--- config.mk ---
export PLATFORM = sky130hd
export DESIGN_NAME = data_sram_ctrl_flat
export DESIGN_NICKNAME = d
export VERILOG_FILES = /design/src/rtl/data_sram_ctrl_if.sv /design/src/rtl/data_sram_ctrl.sv /design/src/flat_wrapper.sv
export SDC_FILE = /design/constraint.sdc
export NUM_CORES = 1
export LEC_CHECK = 0
export CORE_MARGIN = 1
export CORE_UTILIZATION = 25
export DETAILED_ROUTE_END_ITERATION = 6
export HOLD_SLACK_MARGIN = 0.15
export PLACE_DENSITY_LB_ADDON = 0.12
export RECOVER_POWER = 50
export SKIP_CTS_REPAIR_TIMING = 1
export SLEW_MARGIN = 10
export SYNTH_ARGS = -nofsm -noshare
export SYNTH_HDL_FRONTEND = slang
export SYNTH_SLANG_ARGS = --single-unit
export TNS_END_PERCENT = 30
--- constraint.sdc ---
create_clock -name clk -period 2.6 [get_ports clk]
set_clock_uncertainty 0.05 [all_clocks]
set_input_delay 0.52 -clock clk [delete_from_list [all_inputs] [get_ports clk]]
set_output_delay 0.52 -clock clk [all_outputs]
set_load 0.02 [all_outputs]
--- src/rtl/data_sram_ctrl_if.sv ---
// SRAM-like data bus between the MEM-stage access controller (master)
// and the data memory or bus bridge (slave).
interface data_sram_ctrl_if;
  logic        data_req;
  logic        data_wr;
  logic [1:0]  data_size;
  logic [31:0] data_addr;
  logic [31:0] data_wdata;
  logic [3:0]  data_wstrb;
  logic        data_addr_ok;
  logic        data_data_ok;
  logic [31:0] data_rdata;

  modport master (
    output data_req, data_wr, data_size, data_addr, data_wdata, data_wstrb,
    input  data_addr_ok, data_data_ok, data_rdata
  );

  modport slave (
    input  data_req, data_wr, data_size, data_addr, data_wdata, data_wstrb,
    output data_addr_ok, data_data_ok, data_rdata
  );
endinterface

--- src/rtl/data_sram_ctrl.sv ---
// MEM-stage data access controller: checks alignment, issues one load or
// store at a time on the SRAM-like bus, extends load data, and lets a
// writeback flush cancel an access without abandoning the bus handshake.
module data_sram_ctrl (
  input  logic                   clk,
  input  logic                   resetn,
  input  logic                   mem_valid,
  input  logic [4:0]             load_type,
  input  logic [2:0]             store_type,
  input  logic [31:0]            mem_addr,
  input  logic [31:0]            mem_wdata,
  input  logic                   flush,
  data_sram_ctrl_if.master       bus,
  output logic                   mem_stall,
  output logic                   done,
  output logic [31:0]            load_result,
  output logic                   adel,
  output logic                   ades,
  output logic [31:0]            badvaddr
);

  typedef enum logic [1:0] {IDLE = 2'd0, REQ = 2'd1, WAIT = 2'd2, DONE = 2'd3} state_t;

  state_t      state_r, state_s;
  logic        cancel_r, cancel_s;
  logic        rdata_en_s;
  logic [31:0] addr_r, wdata_r, rdata_r;
  logic [1:0]  size_r;
  logic        wr_r;
  logic [3:0]  wstrb_r;
  logic [4:0]  load_type_r;

  logic        is_store_s, is_load_s, access_s, load_mis_s, store_mis_s, accept_s;
  logic [1:0]  size_s;
  logic [3:0]  wstrb_s;
  logic [31:0] wdata_s;
  logic [7:0]  byte_s;
  logic [15:0] half_s;
  logic [31:0] ext_s;

  // Decode the incoming access: class, alignment faults, acceptance and bus fields.
  always_comb begin
    is_store_s  = |store_type;
    is_load_s   = ~is_store_s & (|load_type);
    access_s    = mem_valid & (is_store_s | is_load_s);
    load_mis_s  = (mem_addr[0] & (load_type[2] | load_type[3])) |
                  ((mem_addr[1:0] != 2'b00) & load_type[4]);
    store_mis_s = (mem_addr[0] & store_type[1]) |
                  ((mem_addr[1:0] != 2'b00) & store_type[2]);
    adel        = (state_r == IDLE) & access_s & is_load_s & load_mis_s;
    ades        = (state_r == IDLE) & access_s & is_store_s & store_mis_s;
    badvaddr    = mem_addr;
    accept_s    = (state_r == IDLE) & access_s & ~(is_load_s & load_mis_s) &
                  ~(is_store_s & store_mis_s) & ~flush;
    if (is_store_s) begin
      if (store_type[2]) begin
        size_s  = 2'd2;
        wstrb_s = 4'b1111;
        wdata_s = mem_wdata;
      end else if (store_type[1]) begin
        size_s  = 2'd1;
        wstrb_s = 4'b0011 << mem_addr[1:0];
        wdata_s = {2{mem_wdata[15:0]}};
      end else begin
        size_s  = 2'd0;
        wstrb_s = 4'b0001 << mem_addr[1:0];
        wdata_s = {4{mem_wdata[7:0]}};
      end
    end else begin
      wstrb_s = 4'b0000;
      wdata_s = 32'd0;
      if (load_type[4]) begin
        size_s = 2'd2;
      end else if (load_type[2] | load_type[3]) begin
        size_s = 2'd1;
      end else begin
        size_s = 2'd0;
      end
    end
  end

  // State and cancel flag registers.
  always_ff @(posedge clk) begin
    if (!resetn) begin
      state_r  <= IDLE;
      cancel_r <= 1'b0;
    end else begin
      state_r  <= state_s;
      cancel_r <= cancel_s;
    end
  end

  // Next state, cancel tracking and handshake outputs; reset forces outputs quiet.
  always_comb begin
    state_s    = state_r;
    cancel_s   = cancel_r;
    rdata_en_s = 1'b0;
    case (state_r)
      IDLE: begin
        cancel_s = 1'b0;
        if (accept_s) begin
          state_s = REQ;
        end else begin
          state_s = IDLE;
        end
      end
      REQ: begin
        cancel_s = cancel_r | flush;
        if (bus.data_addr_ok) begin
          if (bus.data_data_ok) begin
            rdata_en_s = 1'b1;
            if (cancel_r | flush) begin
              state_s  = IDLE;
              cancel_s = 1'b0;
            end else begin
              state_s = DONE;
            end
          end else begin
            state_s = WAIT;
          end
        end else begin
          state_s = REQ;
        end
      end
      WAIT: begin
        cancel_s = cancel_r | flush;
        if (bus.data_data_ok) begin
          rdata_en_s = 1'b1;
          if (cancel_r | flush) begin
            state_s  = IDLE;
            cancel_s = 1'b0;
          end else begin
            state_s = DONE;
          end
        end else begin
          state_s = WAIT;
        end
      end
      DONE: begin
        state_s  = IDLE;
        cancel_s = 1'b0;
      end
      default: begin
        state_s  = IDLE;
        cancel_s = 1'b0;
      end
    endcase
    bus.data_req    = resetn & (state_r == REQ);
    bus.data_wr     = wr_r;
    bus.data_size   = size_r;
    bus.data_addr   = addr_r;
    bus.data_wdata  = wdata_r;
    bus.data_wstrb  = resetn ? wstrb_r : 4'b0000;
    mem_stall       = resetn & (accept_s | (state_r == REQ) | (state_r == WAIT));
    done            = resetn & (state_r == DONE) & ~flush;
    load_result     = resetn ? ext_s : 32'd0;
  end

  // Latch the accepted access and the returned read word.
  always_ff @(posedge clk) begin
    if (!resetn) begin
      addr_r      <= 32'd0;
      wdata_r     <= 32'd0;
      rdata_r     <= 32'd0;
      size_r      <= 2'd0;
      wr_r        <= 1'b0;
      wstrb_r     <= 4'b0000;
      load_type_r <= 5'd0;
    end else begin
      if (accept_s) begin
        addr_r      <= mem_addr;
        wdata_r     <= wdata_s;
        size_r      <= size_s;
        wr_r        <= is_store_s;
        wstrb_r     <= wstrb_s;
        load_type_r <= is_store_s ? 5'd0 : load_type;
      end
      if (rdata_en_s) begin
        rdata_r <= bus.data_rdata;
      end
    end
  end

  // Pick the addressed byte/half from the read word and extend it.
  always_comb begin
    case (addr_r[1:0])
      2'd0:    byte_s = rdata_r[7:0];
      2'd1:    byte_s = rdata_r[15:8];
      2'd2:    byte_s = rdata_r[23:16];
      2'd3:    byte_s = rdata_r[31:24];
      default: byte_s = 8'd0;
    endcase
    half_s = addr_r[1] ? rdata_r[31:16] : rdata_r[15:0];
    if (load_type_r[0]) begin
      ext_s = {{24{byte_s[7]}}, byte_s};
    end else if (load_type_r[1]) begin
      ext_s = {24'd0, byte_s};
    end else if (load_type_r[2]) begin
      ext_s = {{16{half_s[15]}}, half_s};
    end else if (load_type_r[3]) begin
      ext_s = {16'd0, half_s};
    end else if (load_type_r[4]) begin
      ext_s = rdata_r;
    end else begin
      ext_s = 32'd0;
    end
  end

endmodule

--- src/flat_wrapper.sv ---
// flat-port wrapper written by rule: the top's interface ports become plain ports
module data_sram_ctrl_flat 
  (clk, resetn, mem_valid, load_type, store_type, mem_addr, mem_wdata, flush, mem_stall, done, load_result, adel, ades, badvaddr, bus_data_req, bus_data_wr, bus_data_size, bus_data_addr, bus_data_wdata, bus_data_wstrb, bus_data_addr_ok, bus_data_data_ok, bus_data_rdata);
  data_sram_ctrl_if bus_i ();
  input  logic clk;
  input  logic resetn;
  input  logic mem_valid;
  input  logic [4:0] load_type;
  input  logic [2:0] store_type;
  input  logic [31:0] mem_addr;
  input  logic [31:0] mem_wdata;
  input  logic flush;
  output logic mem_stall;
  output logic done;
  output logic [31:0] load_result;
  output logic adel;
  output logic ades;
  output logic [31:0] badvaddr;
  output wire logic [$bits(bus_i.data_req)-1:0] bus_data_req;
  output wire logic [$bits(bus_i.data_wr)-1:0] bus_data_wr;
  output wire logic [$bits(bus_i.data_size)-1:0] bus_data_size;
  output wire logic [$bits(bus_i.data_addr)-1:0] bus_data_addr;
  output wire logic [$bits(bus_i.data_wdata)-1:0] bus_data_wdata;
  output wire logic [$bits(bus_i.data_wstrb)-1:0] bus_data_wstrb;
  input wire logic [$bits(bus_i.data_addr_ok)-1:0] bus_data_addr_ok;
  input wire logic [$bits(bus_i.data_data_ok)-1:0] bus_data_data_ok;
  input wire logic [$bits(bus_i.data_rdata)-1:0] bus_data_rdata;
  assign bus_data_req = bus_i.data_req;
  assign bus_data_wr = bus_i.data_wr;
  assign bus_data_size = bus_i.data_size;
  assign bus_data_addr = bus_i.data_addr;
  assign bus_data_wdata = bus_i.data_wdata;
  assign bus_data_wstrb = bus_i.data_wstrb;
  assign bus_i.data_addr_ok = bus_data_addr_ok;
  assign bus_i.data_data_ok = bus_data_data_ok;
  assign bus_i.data_rdata = bus_data_rdata;
  data_sram_ctrl u_core (.clk(clk), .resetn(resetn), .mem_valid(mem_valid), .load_type(load_type), .store_type(store_type), .mem_addr(mem_addr), .mem_wdata(mem_wdata), .flush(flush), .bus(bus_i), .mem_stall(mem_stall), .done(done), .load_result(load_result), .adel(adel), .ades(ades), .badvaddr(badvaddr));
endmodule
==> results.cfg <==
[outcome]
status = finished, final reports clean

[timing]
setup_viol = 0
worst_pin_slew_ns = 0.720
hold_viol_final = 0
slew_headroom_pct = 52.0
slew_violations = 0
max_freq_ghz = 0.397
post-route-period-util_pct = 96.8
whs_ns = 0.402
fin_crit_ns = 2.52
rsz0062_at_grt = false

[min_path]
whs_endpoint = u_core.bus.data_addr[2]
hold_class = reg2reg
hold_depth = 2
min-delay-start = u_core.bus.data_addr[2]

[detailed_routing]
drc_errors = 0
drt-met1-wl_mm = 9.52
via_per_inst = 4.54
drt-initial-drc-count = 327
top_layer = met4
drt_wl_total_mm = 21.4
vias = 5898
routed-wl-met2_mm = 10.2
routed-wl-met3_mm = 1.43
drt_pass1_iterations = 5
drtAntennaViolNets = 0
wl_per_cell_um = 16.4

[logic_synthesis]
synth_compound_area_share_pct = 20.5
synth-warning-count = 0
syn_nets = 858
yosys.area.top_type_share_pct = 37.2
synth_top_family_by_area = compound AO/OA/AOI/OAI gates
yosys.area.top_type = dfxtp_1
postSynthCellCount = 743
synth-edff-count = 0
netlist_area_um2 = 5970
synth_common_cells = nand2_1 (202), dfxtp_1 (111), a21oi_1 (73)
avgSynthCellArea_um2 = 8.03
synthFlopType = dfxtp_1
synth.area.mux_share_pct = 12.6
yosysSeqAreaShare_pct = 37.2
yosys-top-cells-area = dfxtp_1 (37%), nand2_1 (13%), mux2i_1 (9.7%), a21oi_1 (6.1%), buf_4 (4.4%)
synth_seq_cells = 111
synth_fa_ha_area_share_pct = 1.05
synthXorXnorAreaFrac_pct = 0
synthArstFlopShare_pct = 0
yosysUniqueCellTypes = 46
synth-simple-area-share_pct = 19.3
yosysMostFrequentCell = nand2_1

[clocking]
root_buffer = clkbuf_16
cts_sinks = 111
clkTransAtPathRegs_ns = 0.08
clockBufferDepth = 2
cts_tree = done
numCtsBuffers = 9
h-tree-depth = 3
worstSkewPairLatency_ns = 0.35

[placement]
dp_hpwl_mm = 16.0
dpl_cell_area_um2 = 8950
port_buffers = 249
gp_congestion = 0.787

[setup_path]
crit_fanout = 16
r2r_end = u_core.bus.data_wdata[1]
reg2reg_setup_slack_ns = 0.43
path_buf_inv = 4
path_cells = clkdlybuf4s50_1, buf_4, buf_4, nor2_1, nor3_1, dlymetal6s2s_1
cp_common_cell = buf_4
r2r.worst_path.cells = 7
critical_path_class = in2out
cp_slowest_cell = clkdlybuf4s50_1
r2r-start = u_core.state_r[0]
setup.worst_path.end_class = primary output
critical_path.startpoint_type = input port
crit_family = buffers and inverters
max_stage_delay_ns = 0.52
critPathRequiredTime_ns = 2.03
crit_arrival_ns = 1.95

[power]
p_per_area_nw_per_um2 = 424
finalPower_w = 0.00396
ir_drop_mv = 0.397
p_leak_nw = 4.27

[layout]
final_area_um2 = 9330
layout.nets = 1089
nFillCells = 2444
seqCellArea_um2 = 2230
multi_input_area_um2 = 3220
fin_util_pct = 39.8
syn_to_final_growth_pct = 56.4
drive_above_1_share_pct = 12.5

[floorplan]
die_width_um = 157
ioPinCount = 250
core_um2 = 23500
std_cell_rows = 56
die_y_um = 157
start_util_pct = 25.4
die-area_um2 = 24500

[global_route]
grt_pass1_wl_mm = 32.7
grtUsageTotal_pct = 17.4
grt_pass1_vias = 5724
grt_max_degree = 47
antenna_found_initial = 1
grt-ovfl-total = 0

[flow_run]
max_cap_viol_count = 0
-- where the power goes --
group | total, W | internal (W) | leakage (nW) | switching [W]
clock network | 0.00141 | 0.000675 | 0.144 | 0.000733
logic | 0.000777 | 0.000399 | 3.23 | 0.000378
registers | 0.00177 | 0.00175 | 0.900 | 0.0000252
-- placed cells by master, fill, tap and decap left out, types with 14 or more instances in the layout --
cell               n
mux2i_1           56
nand2_1          201
dlygate4sd3_1     75
dlymetal6s2s_1    34
clkdlybuf4s50_1  136
o21ai_0           19
o211ai_1          18
buf_4             58
a21o_1            32
nor2_1            26
dfxtp_1          109
a21oi_1           71
nand3_1           14
-- routing by layer --
metal	track usage, %	vias up
met5	0	-
met4	3.92	0
met3	4.71	14
met2	29.2	187
met1	22.2	2705
li1	-	2992
-- cell families after synthesis --
logic type	count (synthesis)
AO/OA/AOI/OAI	183
adder cells (fa/ha/maj)	5
buffers and inverters	101
flip-flops	111
multiplexers	66
AND/OR/NAND/NOR	277
-- how the worst max path moves through the flow --
| stage | end | slack [ns] | depth (start not counted) | start |
|---|---|---|---|---|
| floorplan | mem_stall | 0.12 | 7 | store_type[2] |
| global placement | mem_stall | -0.39 | 6 | store_type[2] |
| detailed placement | mem_stall | -0.38 | 6 | store_type[2] |
| CTS | load_result[13] | -0.41 | 6 | u_core.bus.data_addr[1] |
| global route | adel | 0.02 | 4 | store_type[2] |
| finish | ades | 0.08 | 6 | store_type[2] |
-- area by class of cell --
class	instances	area share, %
tap	319	4.28
clock inverter	7	0.711
sequential	111	23.9
clock buffer	9	2.41
multi-input combinational	531	34.5
inverter	6	0.241
antenna	1	0.0268
timing repair buffer	315	33.9
-- worst min-delay path: stages, from the launching register on --
cell and delay (ns):
dfxtp_1 0.31, nand2_1 0.05, mux2i_1 0.05
-- flip-flops by register name (all words and copies together), names as in the netlist --
register               flops
u_core.cancel_r            1
u_core.bus.data_wdata     32
u_core.rdata_r            32
u_core.bus.data_size       2
u_core.state_r             2
u_core.wstrb_r             4
u_core.bus.data_wr         1
u_core.load_type_r         5
u_core.bus.data_addr      32
-- stage by stage --
step                cells  TNS, ns  setup slack, ns
floorplan             743        0            0.122
global placement     1282    -1.85           -0.388
detailed placement   1282    -1.64           -0.383
CTS                  1298   -13.11           -0.413
global route         1298        0           0.0183
finish               1299        0           0.0829
(Power assumes the default switching activity.)
